## config.mk

```make
export PLATFORM = sky130hd
export DESIGN_NAME = dm_arbiter_flat
export DESIGN_NICKNAME = d
export VERILOG_FILES = /design/src/rtl/dm_arbiter_if.sv /design/src/rtl/dm_arbiter.sv /design/src/flat_wrapper.sv
export SDC_FILE = /design/constraint.sdc
export NUM_CORES = 1
export LEC_CHECK = 0
export ABC_AREA = 1
export ABC_CLOCK_PERIOD_IN_PS = 2100
export CORE_ASPECT_RATIO = 0.8
export CORE_UTILIZATION = 43
export DETAILED_ROUTE_END_ITERATION = 6
export PLACE_DENSITY = 0.82
export SKIP_LAST_GASP = 1
export SLEW_MARGIN = 20
export SYNTH_ARGS = -nofsm -noshare
export SYNTH_HDL_FRONTEND = slang
export SYNTH_SLANG_ARGS = --single-unit
```

## constraint.sdc

```tcl
create_clock -name clk -period 2.1 [get_ports clk]
set_input_delay 0.315 -clock clk [delete_from_list [all_inputs] [get_ports clk]]
set_output_delay 0.315 -clock clk [all_outputs]
set_load 0.05 [all_outputs]
```

## src/rtl/dm_arbiter_if.sv

```systemverilog
// rtl/dm_arbiter_if.sv - CPU, debug-loader and data-memory signals of the dm_arbiter
interface dm_arbiter_if;
  // CPU load/store port
  logic        cpu_req;
  logic        cpu_we;
  logic        cpu_sb;
  logic        cpu_sh;
  logic [31:0] cpu_addr;
  logic [31:0] cpu_wdata;
  logic [31:0] cpu_rdata;
  logic        cpu_ack;
  logic        cpu_err;
  logic        cpu_stall;
  // Debug loader port (word accesses only)
  logic        dbg_req;
  logic        dbg_we;
  logic [31:0] dbg_addr;
  logic [31:0] dbg_wdata;
  logic [31:0] dbg_rdata;
  logic        dbg_ack;
  logic        dbg_err;
  // Shared data-memory port
  logic        mem_req;
  logic        mem_we;
  logic [31:0] mem_addr;
  logic [31:0] mem_wdata;
  logic [3:0]  mem_be;
  logic [31:0] mem_rdata;
  logic        mem_ack;

  // Arbiter side
  modport slave (
    input  cpu_req, cpu_we, cpu_sb, cpu_sh, cpu_addr, cpu_wdata,
    output cpu_rdata, cpu_ack, cpu_err, cpu_stall,
    input  dbg_req, dbg_we, dbg_addr, dbg_wdata,
    output dbg_rdata, dbg_ack, dbg_err,
    output mem_req, mem_we, mem_addr, mem_wdata, mem_be,
    input  mem_rdata, mem_ack
  );

  // Requester / memory side
  modport master (
    output cpu_req, cpu_we, cpu_sb, cpu_sh, cpu_addr, cpu_wdata,
    input  cpu_rdata, cpu_ack, cpu_err, cpu_stall,
    output dbg_req, dbg_we, dbg_addr, dbg_wdata,
    input  dbg_rdata, dbg_ack, dbg_err,
    input  mem_req, mem_we, mem_addr, mem_wdata, mem_be,
    output mem_rdata, mem_ack
  );
endinterface

```

## src/rtl/dm_arbiter.sv

```systemverilog
// rtl/dm_arbiter.sv - round-robin CPU/debug data-memory arbiter with store lane steering and watchdog
module dm_arbiter #(
  parameter int unsigned TIMEOUT = 255
) (
  input  logic         clk,
  input  logic         rst,
  dm_arbiter_if.slave  bus
);

  typedef enum logic [1:0] {
    IDLE     = 2'd0,
    BUSY_CPU = 2'd1,
    BUSY_DBG = 2'd2
  } state_t;

  localparam logic       GRANT_CPU = 1'b0;
  localparam logic       GRANT_DBG = 1'b1;
  localparam logic [7:0] TIMEOUT_8 = 8'(TIMEOUT);

  state_t      r_state;
  logic        r_last_grant;
  logic [7:0]  r_cnt;

  logic        r_mem_we;
  logic [31:0] r_mem_addr;
  logic [31:0] r_mem_wdata;
  logic [3:0]  r_mem_be;

  logic        r_cpu_ack;
  logic        r_cpu_err;
  logic [31:0] r_cpu_rdata;
  logic        r_dbg_ack;
  logic        r_dbg_err;
  logic [31:0] r_dbg_rdata;

  logic [3:0]  w_cpu_be;
  logic [31:0] w_cpu_wdata;
  logic        w_cpu_misaligned;
  logic        w_cpu_elig;
  logic        w_dbg_elig;
  logic        w_pick_cpu;
  logic        w_pick_dbg;
  logic        w_timeout;
  logic        w_unused;

  // Debug accesses are always word-aligned; the low address bits carry no meaning.
  assign w_unused = ^bus.dbg_addr[1:0];

  // CPU store steering: replicate the byte/half across lanes and flag misaligned writes.
  always_comb begin
    w_cpu_be         = 4'b1111;
    w_cpu_wdata      = bus.cpu_wdata;
    w_cpu_misaligned = 1'b0;
    if (bus.cpu_we) begin
      if (bus.cpu_sb) begin
        w_cpu_be    = 4'b0001 << bus.cpu_addr[1:0];
        w_cpu_wdata = {4{bus.cpu_wdata[7:0]}};
      end else if (bus.cpu_sh) begin
        w_cpu_be         = bus.cpu_addr[1] ? 4'b1100 : 4'b0011;
        w_cpu_wdata      = {2{bus.cpu_wdata[15:0]}};
        w_cpu_misaligned = bus.cpu_addr[0];
      end else begin
        w_cpu_misaligned = |bus.cpu_addr[1:0];
      end
    end
  end

  // A port acknowledged this cycle still has its old request up, so it sits out this round.
  assign w_cpu_elig = bus.cpu_req & ~r_cpu_ack;
  assign w_dbg_elig = bus.dbg_req & ~r_dbg_ack;
  assign w_pick_cpu = w_cpu_elig & (~w_dbg_elig | (r_last_grant == GRANT_DBG));
  assign w_pick_dbg = w_dbg_elig & ~w_pick_cpu;
  assign w_timeout  = (r_cnt + 8'd1) == TIMEOUT_8;

  // Arbitration, transaction sequencing, watchdog and completion reporting.
  always_ff @(posedge clk) begin
    if (!rst) begin
      r_state      <= IDLE;
      r_last_grant <= GRANT_DBG;
      r_cnt        <= 8'd0;
      r_mem_we     <= 1'b0;
      r_mem_addr   <= 32'd0;
      r_mem_wdata  <= 32'd0;
      r_mem_be     <= 4'd0;
      r_cpu_ack    <= 1'b0;
      r_cpu_err    <= 1'b0;
      r_cpu_rdata  <= 32'd0;
      r_dbg_ack    <= 1'b0;
      r_dbg_err    <= 1'b0;
      r_dbg_rdata  <= 32'd0;
    end else begin
      r_cpu_ack <= 1'b0;
      r_cpu_err <= 1'b0;
      r_dbg_ack <= 1'b0;
      r_dbg_err <= 1'b0;
      case (r_state)
        IDLE: begin
          if (w_pick_cpu) begin
            r_last_grant <= GRANT_CPU;
            r_cnt        <= 8'd0;
            r_mem_we     <= bus.cpu_we;
            r_mem_addr   <= {bus.cpu_addr[31:2], 2'b00};
            r_mem_be     <= w_cpu_be;
            r_mem_wdata  <= w_cpu_wdata;
            if (w_cpu_misaligned) begin
              // Rejected without touching memory; error reported next cycle.
              r_cpu_ack   <= 1'b1;
              r_cpu_err   <= 1'b1;
              r_cpu_rdata <= 32'd0;
            end else begin
              r_state <= BUSY_CPU;
            end
          end else if (w_pick_dbg) begin
            r_last_grant <= GRANT_DBG;
            r_cnt        <= 8'd0;
            r_mem_we     <= bus.dbg_we;
            r_mem_addr   <= {bus.dbg_addr[31:2], 2'b00};
            r_mem_be     <= 4'b1111;
            r_mem_wdata  <= bus.dbg_wdata;
            r_state      <= BUSY_DBG;
          end
        end
        BUSY_CPU, BUSY_DBG: begin
          // A memory ack in the watchdog's last cycle still counts as a normal completion.
          if (bus.mem_ack) begin
            r_state <= IDLE;
            if (r_state == BUSY_CPU) begin
              r_cpu_ack   <= 1'b1;
              r_cpu_rdata <= bus.mem_rdata;
            end else begin
              r_dbg_ack   <= 1'b1;
              r_dbg_rdata <= bus.mem_rdata;
            end
          end else if (w_timeout) begin
            r_state <= IDLE;
            if (r_state == BUSY_CPU) begin
              r_cpu_ack   <= 1'b1;
              r_cpu_err   <= 1'b1;
              r_cpu_rdata <= 32'd0;
            end else begin
              r_dbg_ack   <= 1'b1;
              r_dbg_err   <= 1'b1;
              r_dbg_rdata <= 32'd0;
            end
          end else begin
            r_cnt <= r_cnt + 8'd1;
          end
        end
        default: r_state <= IDLE;
      endcase
    end
  end

  assign bus.mem_req   = (r_state != IDLE);
  assign bus.mem_we    = r_mem_we;
  assign bus.mem_addr  = r_mem_addr;
  assign bus.mem_wdata = r_mem_wdata;
  assign bus.mem_be    = r_mem_be;

  assign bus.cpu_ack   = r_cpu_ack;
  assign bus.cpu_err   = r_cpu_err;
  assign bus.cpu_rdata = r_cpu_rdata;
  assign bus.cpu_stall = bus.cpu_req & ~r_cpu_ack;

  assign bus.dbg_ack   = r_dbg_ack;
  assign bus.dbg_err   = r_dbg_err;
  assign bus.dbg_rdata = r_dbg_rdata;

endmodule

```

## src/flat_wrapper.sv

```systemverilog
// flat-port wrapper written by rule: the top's interface ports become plain ports
module dm_arbiter_flat 
#(
  parameter int unsigned TIMEOUT = 255
)
  (clk, rst, bus_cpu_req, bus_cpu_we, bus_cpu_sb, bus_cpu_sh, bus_cpu_addr, bus_cpu_wdata, bus_cpu_rdata, bus_cpu_ack, bus_cpu_err, bus_cpu_stall, bus_dbg_req, bus_dbg_we, bus_dbg_addr, bus_dbg_wdata, bus_dbg_rdata, bus_dbg_ack, bus_dbg_err, bus_mem_req, bus_mem_we, bus_mem_addr, bus_mem_wdata, bus_mem_be, bus_mem_rdata, bus_mem_ack);
  dm_arbiter_if bus_i ();
  input  logic clk;
  input  logic rst;
  input wire logic [$bits(bus_i.cpu_req)-1:0] bus_cpu_req;
  input wire logic [$bits(bus_i.cpu_we)-1:0] bus_cpu_we;
  input wire logic [$bits(bus_i.cpu_sb)-1:0] bus_cpu_sb;
  input wire logic [$bits(bus_i.cpu_sh)-1:0] bus_cpu_sh;
  input wire logic [$bits(bus_i.cpu_addr)-1:0] bus_cpu_addr;
  input wire logic [$bits(bus_i.cpu_wdata)-1:0] bus_cpu_wdata;
  output wire logic [$bits(bus_i.cpu_rdata)-1:0] bus_cpu_rdata;
  output wire logic [$bits(bus_i.cpu_ack)-1:0] bus_cpu_ack;
  output wire logic [$bits(bus_i.cpu_err)-1:0] bus_cpu_err;
  output wire logic [$bits(bus_i.cpu_stall)-1:0] bus_cpu_stall;
  input wire logic [$bits(bus_i.dbg_req)-1:0] bus_dbg_req;
  input wire logic [$bits(bus_i.dbg_we)-1:0] bus_dbg_we;
  input wire logic [$bits(bus_i.dbg_addr)-1:0] bus_dbg_addr;
  input wire logic [$bits(bus_i.dbg_wdata)-1:0] bus_dbg_wdata;
  output wire logic [$bits(bus_i.dbg_rdata)-1:0] bus_dbg_rdata;
  output wire logic [$bits(bus_i.dbg_ack)-1:0] bus_dbg_ack;
  output wire logic [$bits(bus_i.dbg_err)-1:0] bus_dbg_err;
  output wire logic [$bits(bus_i.mem_req)-1:0] bus_mem_req;
  output wire logic [$bits(bus_i.mem_we)-1:0] bus_mem_we;
  output wire logic [$bits(bus_i.mem_addr)-1:0] bus_mem_addr;
  output wire logic [$bits(bus_i.mem_wdata)-1:0] bus_mem_wdata;
  output wire logic [$bits(bus_i.mem_be)-1:0] bus_mem_be;
  input wire logic [$bits(bus_i.mem_rdata)-1:0] bus_mem_rdata;
  input wire logic [$bits(bus_i.mem_ack)-1:0] bus_mem_ack;
  assign bus_i.cpu_req = bus_cpu_req;
  assign bus_i.cpu_we = bus_cpu_we;
  assign bus_i.cpu_sb = bus_cpu_sb;
  assign bus_i.cpu_sh = bus_cpu_sh;
  assign bus_i.cpu_addr = bus_cpu_addr;
  assign bus_i.cpu_wdata = bus_cpu_wdata;
  assign bus_cpu_rdata = bus_i.cpu_rdata;
  assign bus_cpu_ack = bus_i.cpu_ack;
  assign bus_cpu_err = bus_i.cpu_err;
  assign bus_cpu_stall = bus_i.cpu_stall;
  assign bus_i.dbg_req = bus_dbg_req;
  assign bus_i.dbg_we = bus_dbg_we;
  assign bus_i.dbg_addr = bus_dbg_addr;
  assign bus_i.dbg_wdata = bus_dbg_wdata;
  assign bus_dbg_rdata = bus_i.dbg_rdata;
  assign bus_dbg_ack = bus_i.dbg_ack;
  assign bus_dbg_err = bus_i.dbg_err;
  assign bus_mem_req = bus_i.mem_req;
  assign bus_mem_we = bus_i.mem_we;
  assign bus_mem_addr = bus_i.mem_addr;
  assign bus_mem_wdata = bus_i.mem_wdata;
  assign bus_mem_be = bus_i.mem_be;
  assign bus_i.mem_rdata = bus_mem_rdata;
  assign bus_i.mem_ack = bus_mem_ack;
  dm_arbiter #(.TIMEOUT(TIMEOUT)) u_core (.clk(clk), .rst(rst), .bus(bus_i));
endmodule
```

After elaboration in Yosys (flattened, before gate mapping)
Index checks and enable logic that the tools add are counted.

Word-level logic and storage cells: 105. Register bits: 148. Memory bits (writable): 0. ROM bits: 0. Bits in latches: 0. Memories kept: 0. Input bits: 169.

Multiplexer cells: 53. Magnitude comparators: 0. Bitwise gates (word level): 12. $mul: 0. Shifts and indexed selects: 1. Equality and inequality tests: 11. Add/subtract/negate cells: 1. Reduce and logical (&&, ||, !) cells: 14. Div/mod/pow operators: 0.

Operators with widths (number): 32-bit 2-to-1 mux (17); 32-bit case mux with 2 select lines (1); 8-bit 2-to-1 mux (4); 4-bit 2-to-1 mux (6); 1-bit 2-to-1 mux (16); 8-bit case mux with 2 select lines (1); 2-bit 2-to-1 mux (5); 8-bit by 1-bit adder with 8-bit output (second input constant) (1); 8-bit == test (second input constant) (1); 2-bit nonzero test (4); 1-bit inverter (7); 2-bit by 1-bit != test with 1-bit output (second input constant) (3); 3-bit AND reduction (2); 5-bit AND reduction (1); 1-bit AND (4); 2-bit != test (second input constant) (2); 1-bit case mux with 2 select lines (2); 2-bit case mux with 2 select lines (1); 2-bit AND reduction (2); 4-bit AND reduction (1); 2-bit OR reduction (2); 1-bit by 2-bit << shifter with 4-bit output (first input constant) (1); 3-bit by 1-bit != test with 1-bit output (second input constant) (1); 3-bit by 2-bit != test with 1-bit output (second input constant) (1); other kinds (6) (6).

Longest topological paths before layout
Depth in word-level cells: 10. Mapped depth: 14. Depth with buffers taken out: 13.

Worst setup path after synthesis
OpenSTA, ideal clock, no wires.

Path type: register -> register. From: register u_core.r_cpu_ack, in the netlist u_core.bus.cpu_ack. To: register u_core.r_cpu_rdata[10], in the netlist u_core.bus.cpu_rdata[10]. Setup slack: -0.319 ns. Buffers on the path: 1. Data required time: 1.968 ns. Cell stages (with the launch flop): 10. Library setup time: 0.132 ns. Data arrival time: 2.286 ns. Cells stage by stage: dfxtp_1 > nor2_1 > nand2_1 > nand2_1 > o21ai_0 > nor2_2 > nand2_2 > buf_4 > nand2_1 > a21oi_1.

Longest elaborated chain between the ends: 5.

Ends and longest elaborated chain: start, declared (line dm_arbiter.sv:29) `logic r_cpu_ack;`; start signal, assigned (line dm_arbiter.sv:85) `r_cpu_ack <= 1'b0;`; start signal, assigned (line dm_arbiter.sv:92) `r_cpu_ack <= 1'b0;`; start signal, assigned (line dm_arbiter.sv:107) `r_cpu_ack <= 1'b1;`; 1-bit inverter; 1-bit AND; net bus_cpu_stall (line flat_wrapper.sv:19) `output wire logic [$bits(bus_i.cpu_stall)-1:0] bus_cpu_stall;`; 1-bit AND (line dm_arbiter.sv:71) `assign w_pick_cpu = w_cpu_elig & (~w_dbg_elig | (r_last_grant == GRANT_DBG));`; 2-bit by 1-bit != test with 1-bit output (no source line); 5-bit AND reduction (no source line); end signal, assigned (line dm_arbiter.sv:129) `r_cpu_rdata <= bus.mem_rdata;`; end, declared (line dm_arbiter.sv:31) `logic [31:0] r_cpu_rdata;`.

The timed path passes the listed nets, and every way through them passes these cells. A chain may end at the register's enable or synchronous reset.

Worst setup path after layout
From: register u_core.r_cpu_ack, in the netlist u_core.bus.cpu_ack. To: output bus_cpu_ack.

RTL lines: end, declared (line flat_wrapper.sv:17) `output wire logic [$bits(bus_i.cpu_ack)-1:0] bus_cpu_ack;`.

No word-level cell between the ends.

==> key figures <==
Pwr
  – Peak supply drop: 841.1 uV
  – Clock power frac: 18.3%
  – Psw: 8.445 mW
  – Switching Fraction: 47.86%
  – Lkg Pwr: 4.668 nW
  – Sequential Power Share: 23.7%
  – Combinational power share: 58.0%
  – Power Total: 17.65 mW
  – Pint: 9.200 mW
  – Power Density: 1596 nW/um^2

Route
  – Avg WL per Cell: 15.32 um
  – DR vias/cell: 5.144
  – First-pass detailed-route iteration total: 5
  – Final wirelength: 23450 um
  – Vias: 7870
  – Iteration-0 DRC Markers: 517
  – Final ANT Viol Nets: 0
  – DR DRC count: 0

Setup path
  – CP startpoint: u_core.bus.cpu_ack
  – Crit path max fanout: 2
  – Worst r2r src: u_core.r_cnt[0]
  – Slowest-stage cell, CP: clkdlybuf4s50_1
  – CP delay by family, top: buffers and inverters
  – Worst Setup End Kind: output pin
  – Crit path required time: 1780 ps
  – Crit path DAT: 1720 ps
  – Buffer and inverter count on the worst path: 1
  – Startpoint Class: flop
  – CP Cell Sequence: clkdlybuf4s50_1
  – Worst Setup Path Type: flop to output pin
  – Biggest cell delay along the critical path: 880 ps

Cells and area
  – Layout area overhead: 57.70%
  – Layout cells sized above 1: 7.985%
  – Post-route cell area: 11060 sq um
  – Most common cell after layout, fill and taps aside: clkdlybuf4s50_1
  – Final Non-Filler Cells: 1530
  – Commonest non-fill, non-tap cells in the layout: clkdlybuf4s50_1 (299), nand2_1 (244), dfxtp_1 (145), nand3_1 (109), a21oi_1 (105)
  – Ant diodes: 0
  – Final nets: 1476

STA
  – Actual slew at the worst max-slew pin: 604.8 ps
  – Tmin final: 2030 ps
  – Skew final: 13.37 ps
  – Setup TNS: 0 ps
  – Worst hold margin: 320.4 ps
  – RSZ-0062 raised after global routing: false
  – Relative slew margins: 59.56%
  – Final Cycle Share: 96.69%
  – Hold Fails Final Rpt: 0
  – Final setup violation count: 0
  – Fin. max-slew vios: 0
  – Fmax: 492.5 MHz

Clock tree
  – CTS Hold Bufs: 0
  – Clk buf depth: 2
  – CTS Buf Count: 17
  – CTS tree: yes
  – CTS Sinks: 146
  – Clock slew at reported path FFs: 60 ps
  – H-tree levels: 4
  – Root Driver: clkbuf_16
  – Worst-Skew Late Latency: 420 ps

Placement
  – DP Cell Count: 1496
  – Placer Congestion: 0.9280
  – Final HPWL DP: 17000 um
  – Placed Area: 10400 sq um
  – Count of input and output buffers: 303

Yosys
  – FF+latch count, synth: 146
  – Post-synthesis average cell area: 6.923 sq um
  – Synth area leader: dfxtp_1
  – Number of unique standard cell types used by synthesis: 30
  – Area fraction of the dominant cell type after synthesis: 41.68%
  – Seq/Total Area, Yosys: 41.68%
  – Largest cells by area after synthesis: dfxtp_1 (42%), nand2_1 (13%), nand3_1 (7.9%), a21oi_1 (7.5%), o211ai_1 (5.4%)
  – Post-Syn Area: 7013 sq um
  – Synth Instances: 1013
  – Synth Warn #: 0

Die
  – # rows: 41
  – Core Region: 15850 sq um
  – Die Area: 16830 sq um
  – Die Y: 116.2 um
  – I/O Pins: 308
  – Die W: 144.8 um
  – Starting Density: 44.24%

Global routing
  – Vias in the first global route: 7150
  – First-pass GRT wire length: 35910 um
  – Largest net degree at the start of global routing: 74
  – Initial antenna violation count: 0
  – Gr usage total: 27.74%
  – Total gr overflow: 0

Outcome
  – Outcome: finished, final reports clean

Hold path
  – Hold WC Path Type: primary input to flop
  – Hold Crit Start: rst

Run
  – Max cap viols: 0
-- stage by stage --
| step | setup slack (ps) | utilization (%) |
|---|---|---|
| final | 69.58 | 69.77 |
| after global routing | 5.923 | 69.77 |
| after CTS | 37.10 | 69.57 |
| after detailed placement | -64.09 | 65.62 |
| after global placement | 11.59 | 65.62 |
| after floorplan | 158.4 | - |
-- cell usage after synthesis, drive strengths merged --
master,count
clkinv,3
a21oi,105
nand4,8
nand3,113
o21ai,37
nand2,254
o22ai,8
a31oi,12
inv,93
nor2,98
nor3,1
dfxtp,146
conb,1
buf,35
clkbuf,39
o211ai,50
or2,5
ha,5
-- area by class of cell --
class,count,area (sq um)
Clock buffer,20,446.7
Tap cell,215,269.0
Timing Repair Buffer,343,3506
Inverter,96,360.3
Fill cell,1298,4792
Clock inverter,12,180.2
Sequential cell,146,2924
Multi-Input combinational cell,698,3373
-- repair_timing --
item / 4_1_cts / 5_1_grt
endpoints found under the hold margin: 0 / 0
setup buffers: 0 / 2
resized for setup: 0 / 5
endpoints found under the setup margin: 0 / 57
-- layer usage --
metal	part of all wire [%]	vias up	global-route usage (%)
li1	-	3895	-
met1	42	3601	33.48
met2	47	323	45.16
met3	8.2	51	8.364
met4	3.4	0	13.61
met5	0	-	0
-- logic make-up after synthesis --
kind of cell / synth area share (%)
adders and majority gates: 0.8921
other: 0.05347
DFF: 41.68
buffers and inverters: 10.53
and+or+nand+nor: 29.53
AOI/OAI and AO/OA: 17.32
-- power by group through the flow --
stage,logic [mW],registers [mW],clock network [mW]
final,10.2,4.18,3.24
after global routing,10.9,4.27,3.40
after CTS,10.2,4.17,3.28
after floorplan,3.90,7.00,0
after global placement,10.0,4.19,0
after detailed placement,10.1,4.20,0
-- state kept, by name, summed over array words and instances, names as in the netlist --
register              count
u_core.bus.dbg_err        1
u_core.r_state            2
u_core.bus.dbg_ack        1
u_core.bus.mem_addr      30
u_core.bus.mem_wdata     32
u_core.r_cnt              8
u_core.bus.cpu_err        1
u_core.bus.cpu_ack        1
u_core.bus.dbg_rdata     32
u_core.bus.mem_we         1
u_core.bus.cpu_rdata     32
u_core.r_last_grant       1
u_core.bus.mem_be         4
-- final timing paths --
path	cells past startpoint	to	slack, ps
worst max-delay path	1	bus_cpu_ack	70
worst min-delay path	3	u_core.bus.mem_wdata[12]	320
worst max register to register	13	u_core.bus.cpu_rdata[10]	130
worst min register to register	2	u_core.bus.cpu_rdata[0]	460
(Power assumes the default switching activity.)
